==> src/rtl/cmod_s7_led_status.sv <==
// Status LED sequencer for the Cmod S7 receiver build.
// Turns receiver status into active-high LED drive requests for the board
// PWM dimmer: heartbeat, rx-active level, stretched detect flash, latched
// error flag, and an RGB state colour with blink.
//
// Ports:
//   clk          system clock
//   rst          asynchronous active-high reset
//   rx_active_i  receiver-enabled level (asynchronous to clk)
//   det_pulse_i  single-cycle signal-detect event
//   err_pulse_i  single-cycle error event
//   err_clr_i    clears the latched error
//   led_o        [0] heartbeat, [1] rx active, [2] detect flash, [3] error
//   rgb_r_o, rgb_g_o, rgb_b_o  RGB colour request
module cmod_s7_led_status #(
  parameter int unsigned CLK_FREQ   = 12_000_000,
  parameter int unsigned HB_MS      = 500,
  parameter int unsigned STRETCH_MS = 100,
  parameter int unsigned BLINK_MS   = 125
) (
  input  logic       clk,
  input  logic       rst,
  input  logic       rx_active_i,
  input  logic       det_pulse_i,
  input  logic       err_pulse_i,
  input  logic       err_clr_i,
  output logic [3:0] led_o,
  output logic       rgb_r_o,
  output logic       rgb_g_o,
  output logic       rgb_b_o
);

  localparam int unsigned TICK_DIV = CLK_FREQ / 1000;
  localparam int unsigned DIV_W    = $clog2(TICK_DIV);
  localparam int unsigned HB_W     = (HB_MS > 1) ? $clog2(HB_MS) : 1;
  localparam int unsigned STR_W    = $clog2(STRETCH_MS + 1);
  localparam int unsigned BLK_W    = (BLINK_MS > 1) ? $clog2(BLINK_MS) : 1;

  typedef enum logic [1:0] {
    ST_IDLE,
    ST_ACTIVE,
    ST_DETECT,
    ST_ERROR
  } state_t;

  // Registered state
  logic [DIV_W-1:0] div_cnt;
  logic [HB_W-1:0]  hb_cnt;
  logic             hb_led;
  logic             sync1;
  logic             sync2;
  logic             rx_q;
  logic [STR_W-1:0] stretch_cnt;
  logic             det_led;
  logic             err_q;
  state_t           state;
  logic [BLK_W-1:0] blink_cnt;
  logic             blink_ph;
  logic             rgb_r_q;
  logic             rgb_g_q;
  logic             rgb_b_q;

  // Next-state values
  logic [DIV_W-1:0] div_cnt_d;
  logic [HB_W-1:0]  hb_cnt_d;
  logic             hb_led_d;
  logic [STR_W-1:0] stretch_cnt_d;
  logic             det_led_d;
  logic             err_d;
  state_t           state_d;
  logic [BLK_W-1:0] blink_cnt_d;
  logic             blink_ph_d;
  logic             rgb_r_d;
  logic             rgb_g_d;
  logic             rgb_b_d;

  logic tick;

  // One-cycle strobe per millisecond
  assign tick = (div_cnt == DIV_W'(TICK_DIV - 1));

  // State register and all other registers
  always_ff @(posedge clk or posedge rst) begin
    if (rst) begin
      div_cnt     <= '0;
      hb_cnt      <= '0;
      hb_led      <= 1'b0;
      sync1       <= 1'b0;
      sync2       <= 1'b0;
      rx_q        <= 1'b0;
      stretch_cnt <= '0;
      det_led     <= 1'b0;
      err_q       <= 1'b0;
      state       <= ST_IDLE;
      blink_cnt   <= '0;
      blink_ph    <= 1'b1;
      rgb_r_q     <= 1'b0;
      rgb_g_q     <= 1'b0;
      rgb_b_q     <= 1'b0;
    end else begin
      div_cnt     <= div_cnt_d;
      hb_cnt      <= hb_cnt_d;
      hb_led      <= hb_led_d;
      sync1       <= rx_active_i;
      sync2       <= sync1;
      rx_q        <= sync2;
      stretch_cnt <= stretch_cnt_d;
      det_led     <= det_led_d;
      err_q       <= err_d;
      state       <= state_d;
      blink_cnt   <= blink_cnt_d;
      blink_ph    <= blink_ph_d;
      rgb_r_q     <= rgb_r_d;
      rgb_g_q     <= rgb_g_d;
      rgb_b_q     <= rgb_b_d;
    end
  end

  // Next-state logic for counters, latch, FSM, blink and colour
  always_comb begin
    div_cnt_d     = div_cnt + DIV_W'(1);
    hb_cnt_d      = hb_cnt;
    hb_led_d      = hb_led;
    stretch_cnt_d = stretch_cnt;
    err_d         = err_q;
    state_d       = ST_IDLE;
    blink_cnt_d   = blink_cnt;
    blink_ph_d    = blink_ph;
    rgb_r_d       = 1'b0;
    rgb_g_d       = 1'b0;
    rgb_b_d       = 1'b0;

    if (tick) begin
      div_cnt_d = '0;
    end

    if (tick) begin
      if (hb_cnt == HB_W'(HB_MS - 1)) begin
        hb_cnt_d = '0;
        hb_led_d = ~hb_led;
      end else begin
        hb_cnt_d = hb_cnt + HB_W'(1);
      end
    end

    // A load takes precedence over a same-cycle tick decrement
    if (det_pulse_i) begin
      stretch_cnt_d = STR_W'(STRETCH_MS);
    end else if (tick && (stretch_cnt != '0)) begin
      stretch_cnt_d = stretch_cnt - STR_W'(1);
    end
    det_led_d = (stretch_cnt_d != '0);

    // Set beats clear
    if (err_pulse_i) begin
      err_d = 1'b1;
    end else if (err_clr_i) begin
      err_d = 1'b0;
    end

    // Priority selection, aligned with the stretch/error register updates
    if (err_d) begin
      state_d = ST_ERROR;
    end else if (stretch_cnt_d != '0) begin
      state_d = ST_DETECT;
    end else if (sync2) begin
      state_d = ST_ACTIVE;
    end

    // A new state restarts the blink lit
    if (state_d != state) begin
      blink_cnt_d = '0;
      blink_ph_d  = 1'b1;
    end else if (tick) begin
      if (blink_cnt == BLK_W'(BLINK_MS - 1)) begin
        blink_cnt_d = '0;
        blink_ph_d  = ~blink_ph;
      end else begin
        blink_cnt_d = blink_cnt + BLK_W'(1);
      end
    end

    case (state)
      ST_IDLE:   rgb_b_d = 1'b1;
      ST_ACTIVE: rgb_g_d = 1'b1;
      ST_DETECT: rgb_g_d = blink_ph;
      ST_ERROR:  rgb_r_d = blink_ph;
      default:   rgb_b_d = 1'b1;
    endcase
  end

  assign led_o   = {err_q, det_led, rx_q, hb_led};
  assign rgb_r_o = rgb_r_q;
  assign rgb_g_o = rgb_g_q;
  assign rgb_b_o = rgb_b_q;

endmodule

==> config.mk <==
export PLATFORM = sky130hd
export DESIGN_NAME = cmod_s7_led_status
export DESIGN_NICKNAME = d
export VERILOG_FILES = /design/src/rtl/cmod_s7_led_status.sv
export SDC_FILE = /design/constraint.sdc
export NUM_CORES = 1
export LEC_CHECK = 0
export ABC_AREA = 1
export BUFFER_PORTS_ARGS = -buffer_cell sky130_fd_sc_hd__buf_2
export CORE_MARGIN = 4
export CORE_UTILIZATION = 41
export CTS_BUF_LIST = sky130_fd_sc_hd__clkbuf_8
export CTS_CLUSTER_SIZE = 30
export DETAILED_ROUTE_END_ITERATION = 12
export GPL_ROUTABILITY_DRIVEN = 0
export SLEW_MARGIN = 20
export SYNTH_ARGS = -nofsm -noshare
export SYNTH_HDL_FRONTEND = slang
export SYNTH_SLANG_ARGS = --single-unit
==> constraint.sdc <==
create_clock -name clk -period 5.15 [get_ports clk]
set_clock_uncertainty 0.05 [all_clocks]
set_input_delay 1.03 -clock clk [delete_from_list [all_inputs] [get_ports clk]]
set_output_delay 1.03 -clock clk [all_outputs]
set_load 0.02 [all_outputs]
==> summary.md <==
| Metric | Value |
|---|---|
| Worst EP arrival | around 2.5 ns |
| R2r setup slk | 2.78 ns |
| I/O Pins | 13 |
| Syn Nets | 343 |
| GRT Total Usage | 14.1% |
| Max-Slew Margin vs Limit | around 45% |
| CP dominant cell by count | nand2_1 |
| Synth top area share | 44.1% |
| Resized Gates After CTS | 0 |
| Die Y | 89.5 microns |
| Final ANT Viol Nets | 0 |
| Final cell count without fillers | 415 |
| Post-route DRC | 0 |
| CP required | 5.30 ns |
| Max-slew violation count | 0 |
| Routed wl met3 | ~160 microns |
| Clock sink count | 49 |
| Post-synth ARST share | between 90% and 100% |
| Leak | 1.43 nW |
| # hold bufs at CTS | 0 |
| Clock root buffer | clkbuf_8 |
| DR vias | around 2,100 |
| Critical-path top delay cell | dfrtp_1 |
| Slew @ Worst Pin | 0.831 ns |
| Input/output buffers | 12 |
| Reg clk slew, reported paths | 0.09 ns |
| # H-tree levels | 2 |
| Worst vdd ir | 0.150 mV |
| Antenna violations before repair | 0 |
| CP Launch Type | flop |
| Worst hold stages | 0 |
| #FFs+latches synth | 49 |
| DP HPWL | 3.39 mm |
| CTS max path bufs | 2 |
| Reg-to-Reg End | blink_cnt[3]$_DFFE_PP0P_ |
| Worst-Skew Late Latency | 0.30 ns |
| Setup WS pre-CTS | ~2.8 ns |
| Initial core utilization | between 40% and 50% |
| Synth Flop Type | dfrtp_1 |
| WHS Endpoint | sync2$_DFF_PP0_ |
| First drt pass iteration count | 4 |
| Mapped Cells | roughly 330 |
| Fin crit period | 2.37 ns |
| Fmax | between 400 and 500 MHz |
| HP Start | sync1$_DFF_PP0_ |
| R2R depth | 16 |
| Fraction of layout cells with a size suffix above 1 | 14.5% |
| Met2 Wirelength | 2.30 mm |
| DR WL/cell | 11.6 microns |
| Nets@finish | 353 |
| Final setup vio count | 0 |
| First-pass GRT wire length | just under 9 mm |
| Mapped Area | 2720 sq um |
| Final hold viol count | 0 |
| Placed inst area | 2810 sq um |
| Global route overflow | 0 |
| Hold Path Class | reg2reg |
| Dominant cells by area after synthesis | dfrtp_1, nand2_1, inv_1, nor2_1, ha_1 |
| Placed Cells | 407 |
| Max Used Layer | met4 |
| TritonCTS clock tree | yes |
| Total clock buffers created by CTS | 5 |
| Die area | around 8000 sq um |
| Chip Width | 89.5 microns |
| Crit path capture type | flop |
| Metal-1 WL | 2.30 mm |
| DR iter-0 viols | 66 |
| Worst path max stage delay | ~0.38 ns |
| CP Max Fanout | 16 |
| Critical-path cell list | ha_1 -> nand3_1 -> inv_1 -> nand2_1 -> nor2_4 -> nand3b_1 -> nand2_1 -> nand2_1 -> nand2_1 -> nor2_4 -> nand3_2 -> nand2_1 -> nand2_1 -> clkinv_2 -> nand4_1 -> nand2_1 |
| Syn Area/Cell | around 8.3 sq um |
| Period utilisation layout | about 46% |
| Pwr Total | around 0.65 mW |
| Power Density | ~220 nW/um^2 |
| Critical path class | reg2reg |
| Synth Warn # | 0 |
| Commonest cells after routing, fill and taps aside | nand2_1, dfrtp_1, inv_1 |
| Commonest non-fill, non-tap cell in the layout | nand2_1 |
| Max-cap violations | 0 |
| Outcome | complete, no violations |
| EDFF count, synth | 0 |
| Vias in the first global route | ~2,000 |
| Post-route design area | 2900 sq um |
| Antenna Cells | 0 |
| RSZ-0062 raised after global routing | false |
| Worst hold slack | a little over 0.3 ns |
| Row count | 29 |
| Vias per Instance | 4.95 |
| Postcts setup bufs | 0 |
| Synth area leader | dfrtp_1 |
| Largest net degree at the start of global routing | 50 |
| Core box area | 6390 sq um |
| Worst r2r src | div_cnt[0]$_DFF_PP0_ |
| Setup tns final | 0 ns |
| Cell variety after synth | 34 |
| WL final | 4.81 mm |
| Register area share after synthesis | between 40% and 50% |
| Setup ws final | about 2.8 ns |
| Fin util | 45.5% |
| Layout area overhead | 6.71% |
-- synthesized netlist by cell type, types with 6 or more instances --
master and count:
nand4_1 18, nand3_1 21, ha_1 10, o21ai_0 8, dfrtp_1 48, inv_1 44
xor2_1 8, inv_2 6, nor3_1 15, nor2_1 34, nand2_1 58, a21oi_1 9
-- cell type report --
class	count	area (sq um)
well taps	77	96.3
repair buffers	12	60.1
inverters	52	198
fillers	625	3480
clock buffers	6	82.6
flip-flops and latches	49	1230
clock inverters	2	13.8
multi-input cells	217	1230
-- kinds of logic (layout without fill, tap and decap cells) --
| family | Yosys count | after routing | share of synthesized area [%] |
|---|---|---|---|
| and+or+nand+nor | 172 | 172 | 31.8 |
| AOI/OAI and AO/OA | 22 | 22 | 4.46 |
| buffers and inverters | 61 | 72 | 9.84 |
| DFF | 49 | 49 | 45.1 |
| xor gates and xnor gates | 13 | 13 | 4.18 |
| adders and majority gates | 10 | 10 | 4.60 |
-- how the worst max path moves through the flow --
stage                     depth (start not counted)  slack, ns                        to                startpoint
after global routing                             16       2.43  blink_cnt[2]$_DFFE_PP0P_      div_cnt[0]$_DFF_PP0_
after CTS                                        16       2.74  blink_cnt[0]$_DFFE_PP0P_      div_cnt[0]$_DFF_PP0_
after detailed placement                         16       2.78  blink_cnt[0]$_DFFE_PP0P_      div_cnt[0]$_DFF_PP0_
after global placement                           15       2.80  blink_cnt[0]$_DFFE_PP0P_  stretch_cnt[0]$_DFF_PP0_
after floorplan                                   1       2.90  blink_cnt[0]$_DFFE_PP0P_                       rst
final                                            16       2.78  blink_cnt[3]$_DFFE_PP0P_      div_cnt[0]$_DFF_PP0_
-- metal layers --
layer  vias up  global-route usage [%]
met5         -                       0
met1       963                    17.9
met3         4                    4.15
li1       1063                       -
met2        26                    23.3
met4         0                    4.06
-- state kept, by name (all words and copies together) (netlist names) --
signal       cells
div_cnt         14
det_led          1
sync1            1
hb_cnt           9
stretch_cnt      7
rgb_b_o          1
blink_ph         1
sync2            1
rx_q             1
blink_cnt        7
state            2
rgb_g_o          1
rgb_r_o          1
err_q            1
hb_led           1
-- where the power goes --
part	total, mW	leakage (nW)	switching [mW]	internal, mW
combinational	0.0243	0.753	0.0187	0.00553
sequential	0.389	0.624	0.00156	0.388
clock	0.237	0.0512	0.128	0.109
total	0.650	1.43	0.148	0.502
-- critical path: cells and delay by family, from the launching register on --
kind                     cells  cell delay, ns
adder cells (fa/ha/maj)      1            0.19
flip-flops                   1            0.38
buffers and inverters        2            0.25
AND/OR/NAND/NOR             13            1.38
(Power assumes the default switching activity.)
